### config.mk
export PLATFORM = sky130hd
export DESIGN_NAME = display_scanner
export DESIGN_NICKNAME = d
export VERILOG_FILES = /design/src/rtl/display_scanner.sv
export SDC_FILE = /design/constraint.sdc
export NUM_CORES = 1
export LEC_CHECK = 0
export ABC_CLOCK_PERIOD_IN_PS = 2500
export CORE_UTILIZATION = 25
export DETAILED_ROUTE_END_ITERATION = 12
export PLACE_DENSITY = 0.48
export SLEW_MARGIN = 20
export SYNTH_ARGS = -nofsm -noshare
export SYNTH_HDL_FRONTEND = slang
export SYNTH_SLANG_ARGS = --single-unit
### constraint.sdc
create_clock -name clk -period 2.5 [get_ports clk]
set_clock_uncertainty 0.15 [all_clocks]
set_input_delay 0.25 -clock clk [delete_from_list [all_inputs] [get_ports clk]]
set_output_delay 0.25 -clock clk [all_outputs]
set_load 0.02 [all_outputs]
### src/rtl/display_scanner.sv
// Display-slot scanner: sweeps slot indices, captures each valid slot and streams it as "NAME=HHHHHHHH\r\n".
// Optional DISPLAY_SCANNER_AUTO_EN makes sweeps repeat continuously after the first start.
module display_scanner #(
    parameter logic [5:0] FIRST_INDEX  = 6'd1,
    parameter logic [5:0] LAST_INDEX   = 6'd32,
    parameter int         RESP_LATENCY = 1
) (
    input  logic        clk,
    input  logic        reset,
    input  logic        start,
    output logic        busy,
    output logic        done,
    output logic [5:0]  display_number,
    input  logic        display_valid,
    input  logic [39:0] display_name,
    input  logic [31:0] display_value,
    output logic        char_valid,
    output logic [7:0]  char_data,
    input  logic        char_ready
);

    typedef enum logic [2:0] {IDLE, REQ, CAPT, EMIT, NEXT, FIN} state_t;

    state_t      state_reg;
    logic [5:0]  idx_reg;
    logic [2:0]  wait_reg;
    logic [3:0]  ptr_reg;
    logic [39:0] name_reg;
    logic [31:0] value_reg;
    logic        busy_reg;
    logic        done_reg;
    logic [5:0]  number_reg;
    logic        char_valid_reg;
    logic [7:0]  char_data_reg;
    logic [7:0]  line_char [16];

    // Byte p of a formatted line; used directly on the provider bus for byte 0.
    function automatic logic [7:0] char_at(input int p, input logic [39:0] nm, input logic [31:0] v);
        logic [7:0] c;
        logic [3:0] nib;
        c   = 8'h00;
        nib = 4'h0;
        if (p < 5) begin
            c = nm[8*(4-p) +: 8];
            if (c == 8'h00) c = 8'h20;
        end else if (p == 5) begin
            c = 8'h3D;
        end else if (p < 14) begin
            nib = v[4*(13-p) +: 4];
            c   = (nib < 4'd10) ? (8'h30 + {4'h0, nib}) : (8'h37 + {4'h0, nib});
        end else if (p == 14) begin
            c = 8'h0D;
        end else begin
            c = 8'h0A;
        end
        return c;
    endfunction

    for (genvar gi = 0; gi < 16; gi++) begin : g_line
        assign line_char[gi] = char_at(gi, name_reg, value_reg);
    end

    always_ff @(posedge clk) begin
        if (reset) begin
            state_reg      <= IDLE;
            idx_reg        <= 6'd0;
            wait_reg       <= 3'd0;
            ptr_reg        <= 4'd0;
            name_reg       <= 40'h0;
            value_reg      <= 32'h0;
            busy_reg       <= 1'b0;
            done_reg       <= 1'b0;
            number_reg     <= 6'd0;
            char_valid_reg <= 1'b0;
            char_data_reg  <= 8'h00;
        end else begin
            done_reg <= 1'b0;
            case (state_reg)
                IDLE: begin
                    if (start) begin
                        idx_reg    <= FIRST_INDEX;
                        number_reg <= FIRST_INDEX;
                        wait_reg   <= 3'd0;
                        busy_reg   <= 1'b1;
                        state_reg  <= REQ;
                    end
                end
                REQ: begin
                    if (wait_reg == 3'(RESP_LATENCY - 1)) begin
                        state_reg <= CAPT;
                    end else begin
                        wait_reg <= wait_reg + 3'd1;
                    end
                end
                CAPT: begin
                    name_reg  <= display_name;
                    value_reg <= display_value;
                    if (display_valid) begin
                        ptr_reg        <= 4'd0;
                        char_valid_reg <= 1'b1;
                        char_data_reg  <= char_at(0, display_name, display_value);
                        state_reg      <= EMIT;
                    end else begin
                        state_reg <= NEXT;
                    end
                end
                EMIT: begin
                    if (char_ready) begin
                        if (ptr_reg == 4'd15) begin
                            char_valid_reg <= 1'b0;
                            char_data_reg  <= 8'h00;
                            state_reg      <= NEXT;
                        end else begin
                            ptr_reg       <= ptr_reg + 4'd1;
                            char_data_reg <= line_char[4'(ptr_reg + 4'd1)];
                        end
                    end
                end
                NEXT: begin
                    // Compare before incrementing so LAST_INDEX = 63 never wraps to 0.
                    if (idx_reg == LAST_INDEX) begin
                        done_reg   <= 1'b1;
                        busy_reg   <= 1'b0;
                        number_reg <= 6'd0;
                        state_reg  <= FIN;
                    end else begin
                        idx_reg    <= idx_reg + 6'd1;
                        number_reg <= idx_reg + 6'd1;
                        wait_reg   <= 3'd0;
                        state_reg  <= REQ;
                    end
                end
                FIN: begin
`ifdef DISPLAY_SCANNER_AUTO_EN
                    idx_reg    <= FIRST_INDEX;
                    number_reg <= FIRST_INDEX;
                    wait_reg   <= 3'd0;
                    busy_reg   <= 1'b1;
                    state_reg  <= REQ;
`else
                    state_reg <= IDLE;
`endif
                end
                default: state_reg <= IDLE;
            endcase
        end
    end

    assign busy           = busy_reg;
    assign done           = done_reg;
    assign display_number = number_reg;
    assign char_valid     = char_valid_reg;
    assign char_data      = char_data_reg;

endmodule

**Yosys cells after proc, flatten, opt, wreduce, memory -nomap -nowiden**

Index checks and enable logic that the tools add are counted.

- Output and inout port bits: 17
- Bits in registers: 105

- Reductions and logical operators: 20
- Bitwise logic cells: 2
- Order comparisons: 9
- Equality and inequality tests: 15
- Muxes and demuxes: 49
- Add/sub/neg operators: 19

Operator list:

| cell | count |
|---|---|
| 6-bit by 4-bit adder with 7-bit output (first input constant) | 16 |
| 8-bit two-way mux | 11 |
| 7-bit two-way mux | 8 |
| 8-bit zero test | 6 |
| 8-bit binary-select mux with 4-bit select | 1 |
| 4-bit < comparator (second input constant) | 8 |
| 3-bit two-way mux | 9 |
| 6-bit one-hot mux with 2 select lines | 2 |
| 6-bit two-way mux | 3 |
| 2-bit inequality test (second input constant) | 9 |
| 8-bit one-hot mux with 2 select lines | 1 |
| 4-bit AND reduction | 4 |
| 3-bit one-hot mux with 5 select lines | 1 |
| 4-bit two-way mux | 3 |
| 3-bit one-hot mux with 3 select lines | 1 |
| 3-bit AND reduction | 3 |
| 4-bit one-hot mux with 2 select lines | 1 |
| 6-bit by 1-bit adder with 6-bit output (second input constant) | 1 |
| 3-bit by 2-bit == test with 1-bit output (second input constant) | 2 |
| 6-bit == test (second input constant) | 1 |
| 3-bit zero test | 2 |
| 1-bit two-way mux | 6 |
| 5-bit greater-or-equal comparator (second input constant) | 1 |
| 4-bit NOT with 5-bit output | 1 |
| 11 further kinds | 13 |

**Longest topological paths before layout**

- Depth after elaboration: 8
- Mapped depth: 9
- Mapped depth without buffers: 7

**Worst setup path before layout**

Ideal clock, no wire load.

- Kind: reg-to-reg
- Start point: register ptr_reg[0]
- End point: register char_data_reg[6] (netlist: char_data[6])
- Required time: 2.214 ns
- Arrival: 1.833 ns
- Clock period less this slack: 2.119 ns
- Slack: 0.381 ns
- Stages on the path, launching flop included: 8
- Setup time: 0.136 ns
- Path through: dfxtp_1 > ha_1 > buf_4 > mux4_2 > nor2_1 > a31oi_1 > a222oi_1 > o32ai_1

- Cells in the longest elaborated chain, start to end: 8
- Elaborated cells on any way between the ends: 9
- Classes of those cells: 1 x add/sub; 1 x eq/ne; 6 x mux; 1 x bitwise

Ends and longest elaborated chain:

| item | line | source |
|---|---|---|
| start, declared | 27 | `logic [3:0] ptr_reg;` |
| start signal, assigned | 114 | `ptr_reg <= ptr_reg + 4'd1;` |
| 4-bit by 1-bit adder with 4-bit output | 115 | `char_data_reg <= line_char[4'(ptr_reg + 4'd1)];` |
| 4-bit NOT with 5-bit output (implied by the code) | 115 |  |
| 8-bit binary-select mux with 4-bit select | 115 |  |
| 8-bit two-way mux (implied by the code) (2 in a row) | 115 |  |
| 8-bit two-way mux * | 109 | `if (ptr_reg == 4'd15) begin` |
| 8-bit two-way mux * | 108 | `if (char_ready) begin` |
| 8-bit one-hot mux with 2 select lines * | 78 | `case (state_reg)` |
| end signal, assigned | 101 | `char_data_reg <= char_at(0, display_name, display_value);` |
| end signal, assigned | 115 |  |
| end, declared | 34 | `logic [7:0] char_data_reg;` |

Mark *: on every way between the ends. The rest lies on a longest branch, timed or not. The select of a mux whose other input is x is not followed.
A chain may end at the register's enable or synchronous reset.

**Worst setup path in the final report**

- Start point: register ptr_reg[1]
- End point: register char_data_reg[7] (netlist: char_data[7])

The elaborated chain is that of the path after synthesis.

==> impl_metrics.env <==
export IMPL_required_ns=2.60
export IMPL_core_area_sq_mm=0.0213
export IMPL_setup_violations=0
export IMPL_layout_setup_ws_ns=0.192
export IMPL_grt_start_max_net_pins=73
export IMPL_io_pins=94
export IMPL_outcome="finished clean"
export IMPL_post_cts_buffers=0
export IMPL_clock_root_buffer="clkbuf_16"
export IMPL_final_setup_tns_ns=0
export IMPL_max_vdd_ir_drop_mv=0.282
export IMPL_final_layout_size_suffix_gt1_share_pct=7.07
export IMPL_synth_compound_gate_area_share_pct=22.7
export IMPL_wire_per_inst_um=16.3
export IMPL_h_tree_depth=3
export IMPL_ys_flop_type="dfxtp_1"
export IMPL_numCtsBuffers=9
export IMPL_final_util_pct=33.3
export IMPL_post_cts_resized=0
export IMPL_synth_edf_count=0
export IMPL_synth_top_family_by_area="simple AND/OR/NAND/NOR gates"
export IMPL_tightest_slew_ns=0.509
export IMPL_fin_nets=892
export IMPL_postCtsHoldBufs=0
export IMPL_clk_pin_slew_ns=0.08
export IMPL_grtUsageTotal_pct=16.4
export IMPL_grt_pass1_wl_um=28600
export IMPL_rows=53
export IMPL_syn_nets=806
export IMPL_end_kind="flip-flop"
export IMPL_r2r_start="ptr_reg[1]"
export IMPL_rsz0062_at_grt="no"
export IMPL_synthMuxAreaShare_pct=3.44
export IMPL_gp_congestion=0.910
export IMPL_diodes=0
export IMPL_synth_simple_area_share_pct=24.2
export IMPL_die_w_um=150
export IMPL_initial_core_util_pct=25.8
export IMPL_cts_tree="yes"
export IMPL_synthAdderAreaFrac_pct=2.96
export IMPL_path_max_fanout=12
export IMPL_grt_pass1_vias=5159
export IMPL_hpwl_um=13000
export IMPL_drt_iter0_markers=394
export IMPL_largest_reg_flops=40
export IMPL_slew_headroom_pct=66.1
export IMPL_yosys_warnings=0
export IMPL_max_cap_viol_count=0
export IMPL_syn2layout_area_growth_pct=28.7
export IMPL_synth_area_per_cell_sq_um=7.68
export IMPL_dieArea_sq_mm=0.0226
export IMPL_insertion_delay_ns=0.36
export IMPL_worstSetupStartpointType="flip-flop"
export IMPL_yosys_top_cells_count="nand2_1, a21oi_1, dfxtp_1"
export IMPL_synth_top_area_share_pct=38.2
export IMPL_syn_inst=716
export IMPL_hold_violations=0
export IMPL_grt_overflow_total=0
export IMPL_leakage_nw=2.35
export IMPL_synth_seq_cells=105
export IMPL_io_buffer_count=93
export IMPL_yosysMostFrequentCell="nand2_1"
export IMPL_p_per_area_mw_per_mm2=537
export IMPL_drtAntennaViolNets=0
export IMPL_die_y_um=150
export IMPL_yosys_area_top_type="dfxtp_1"
export IMPL_firstDrtPassIters=6
export IMPL_synth_async_reset_ratio_pct=0
export IMPL_syn_area_sq_mm=0.00550
export IMPL_period_share_pct=92.3
export IMPL_clockBufferDepth=2
export IMPL_place_ws_ns=0.0735
export IMPL_min_path_type="in2reg"
export IMPL_maxSlewViolCount=0
export IMPL_hold_start="reset"
export IMPL_arrival_ns=2.41
export IMPL_worstSetupPathType="reg2reg"
export IMPL_vias=5448
export IMPL_min_period_ns=2.31
export IMPL_max_clock_freq_ghz=0.433
export IMPL_synth_xor_area_share_pct=3.16
export IMPL_antenna_found_initial=0
export IMPL_synthTopCellsByArea="dfxtp_1, nand2_1, a21oi_1, ha_1, mux4_2"
export IMPL_nFillCells=2299
export IMPL_yosysSeqAreaShare_pct=38.2
export IMPL_cts_sinks=105
export IMPL_drcViolationCount=0
export IMPL_synth_cell_types=61
export IMPL_wl_um=17600
export IMPL_vias_per_cell=5.04
export IMPL_startpoint="ptr_reg[1]"
[layer usage]
layer,up-vias,share of wire (%),track usage (%)
met5,-,0,0
met2,155,45,25.4
met4,0,1.5,4.34
li1,2694,-,-
met3,26,5.0,3.61
met1,2573,48,22.8
[power by group]
group          total, W  switching, W  internal (W)
sequential      0.00184     0.0000944       0.00175
clock           0.00138      0.000677      0.000705
combinational  0.000578      0.000303      0.000275
total           0.00380       0.00107       0.00273
[worst paths after layout]
| check | to | slack [ns] | cells after the start |
|---|---|---|---|
| min reg2reg | value_reg[12] | 0.31 | 2 |
| max reg2reg | char_data[7] | 0.19 | 7 |
| max | char_data[7] | 0.19 | 7 |
| min | busy | 0.18 | 2 |
[cell type report]
cell class	count	area [sq um]	area share [%]
Clock inverter	5	38.8	0.548
Sequential cell	105	2100	29.7
Timing Repair Buffer	117	1130	16.0
Inverter	28	105	1.48
Tap cell	275	344	4.86
Multi-Input combinational cell	541	3120	44.0
Clock buffer	10	239	3.38
[layout by cell type (no fill, tap or decap), drive strengths merged, types with 3 or more instances in the layout]
master | netlist | final
clkbuf | 30 | 10
nor4 | 9 | 9
a211oi | 20 | 20
a21oi | 111 | 111
o2111ai | 4 | 4
nor2 | 32 | 32
dfxtp | 105 | 105
o21ai | 26 | 26
a22oi | 6 | 6
a311oi | 4 | 4
o211ai | 5 | 5
xnor2 | 15 | 15
ha | 13 | 13
nand3 | 11 | 11
nand2 | 179 | 179
xor2 | 4 | 4
o22ai | 8 | 8
clkinv | 2 | 4
inv | 26 | 28
and4b | 8 | 8
mux4 | 7 | 7
buf | 12 | 25
nor2b | 11 | 11
nor3 | 15 | 15
o32ai | 3 | 3
clkdlybuf4s50 | 0 | 92
nand2b | 9 | 9
[stage by stage]
step                      std cells  area, sq um  power, W  hold slack [ns]
after CTS                      1081         7080   0.00385            0.182
after detailed placement       1066         6800   0.00246            0.301
after floorplan                 716         5500   0.00217            0.236
final                          1081         7080   0.00380            0.178
after global routing           1081         7080   0.00400            0.190
after global placement         1066         6800   0.00246            0.295
[cell families after synthesis]
logic type,count (synthesis)
fa+ha+maj,13
flops,105
xor+xnor,19
buf+inv,70
simple gates,291
mux,10
compound gates,208
[critical path, cell delays in order, from the launching register on]
cell and delay (ns):
dfxtp_1 0.32, ha_2 0.49, buf_4 0.24, mux4_2 0.51, nand2_1 0.07, nand2_1 0.05, a222oi_1 0.30, nor2_1 0.06
No activity file was read; power rests on OpenSTA's default activity.
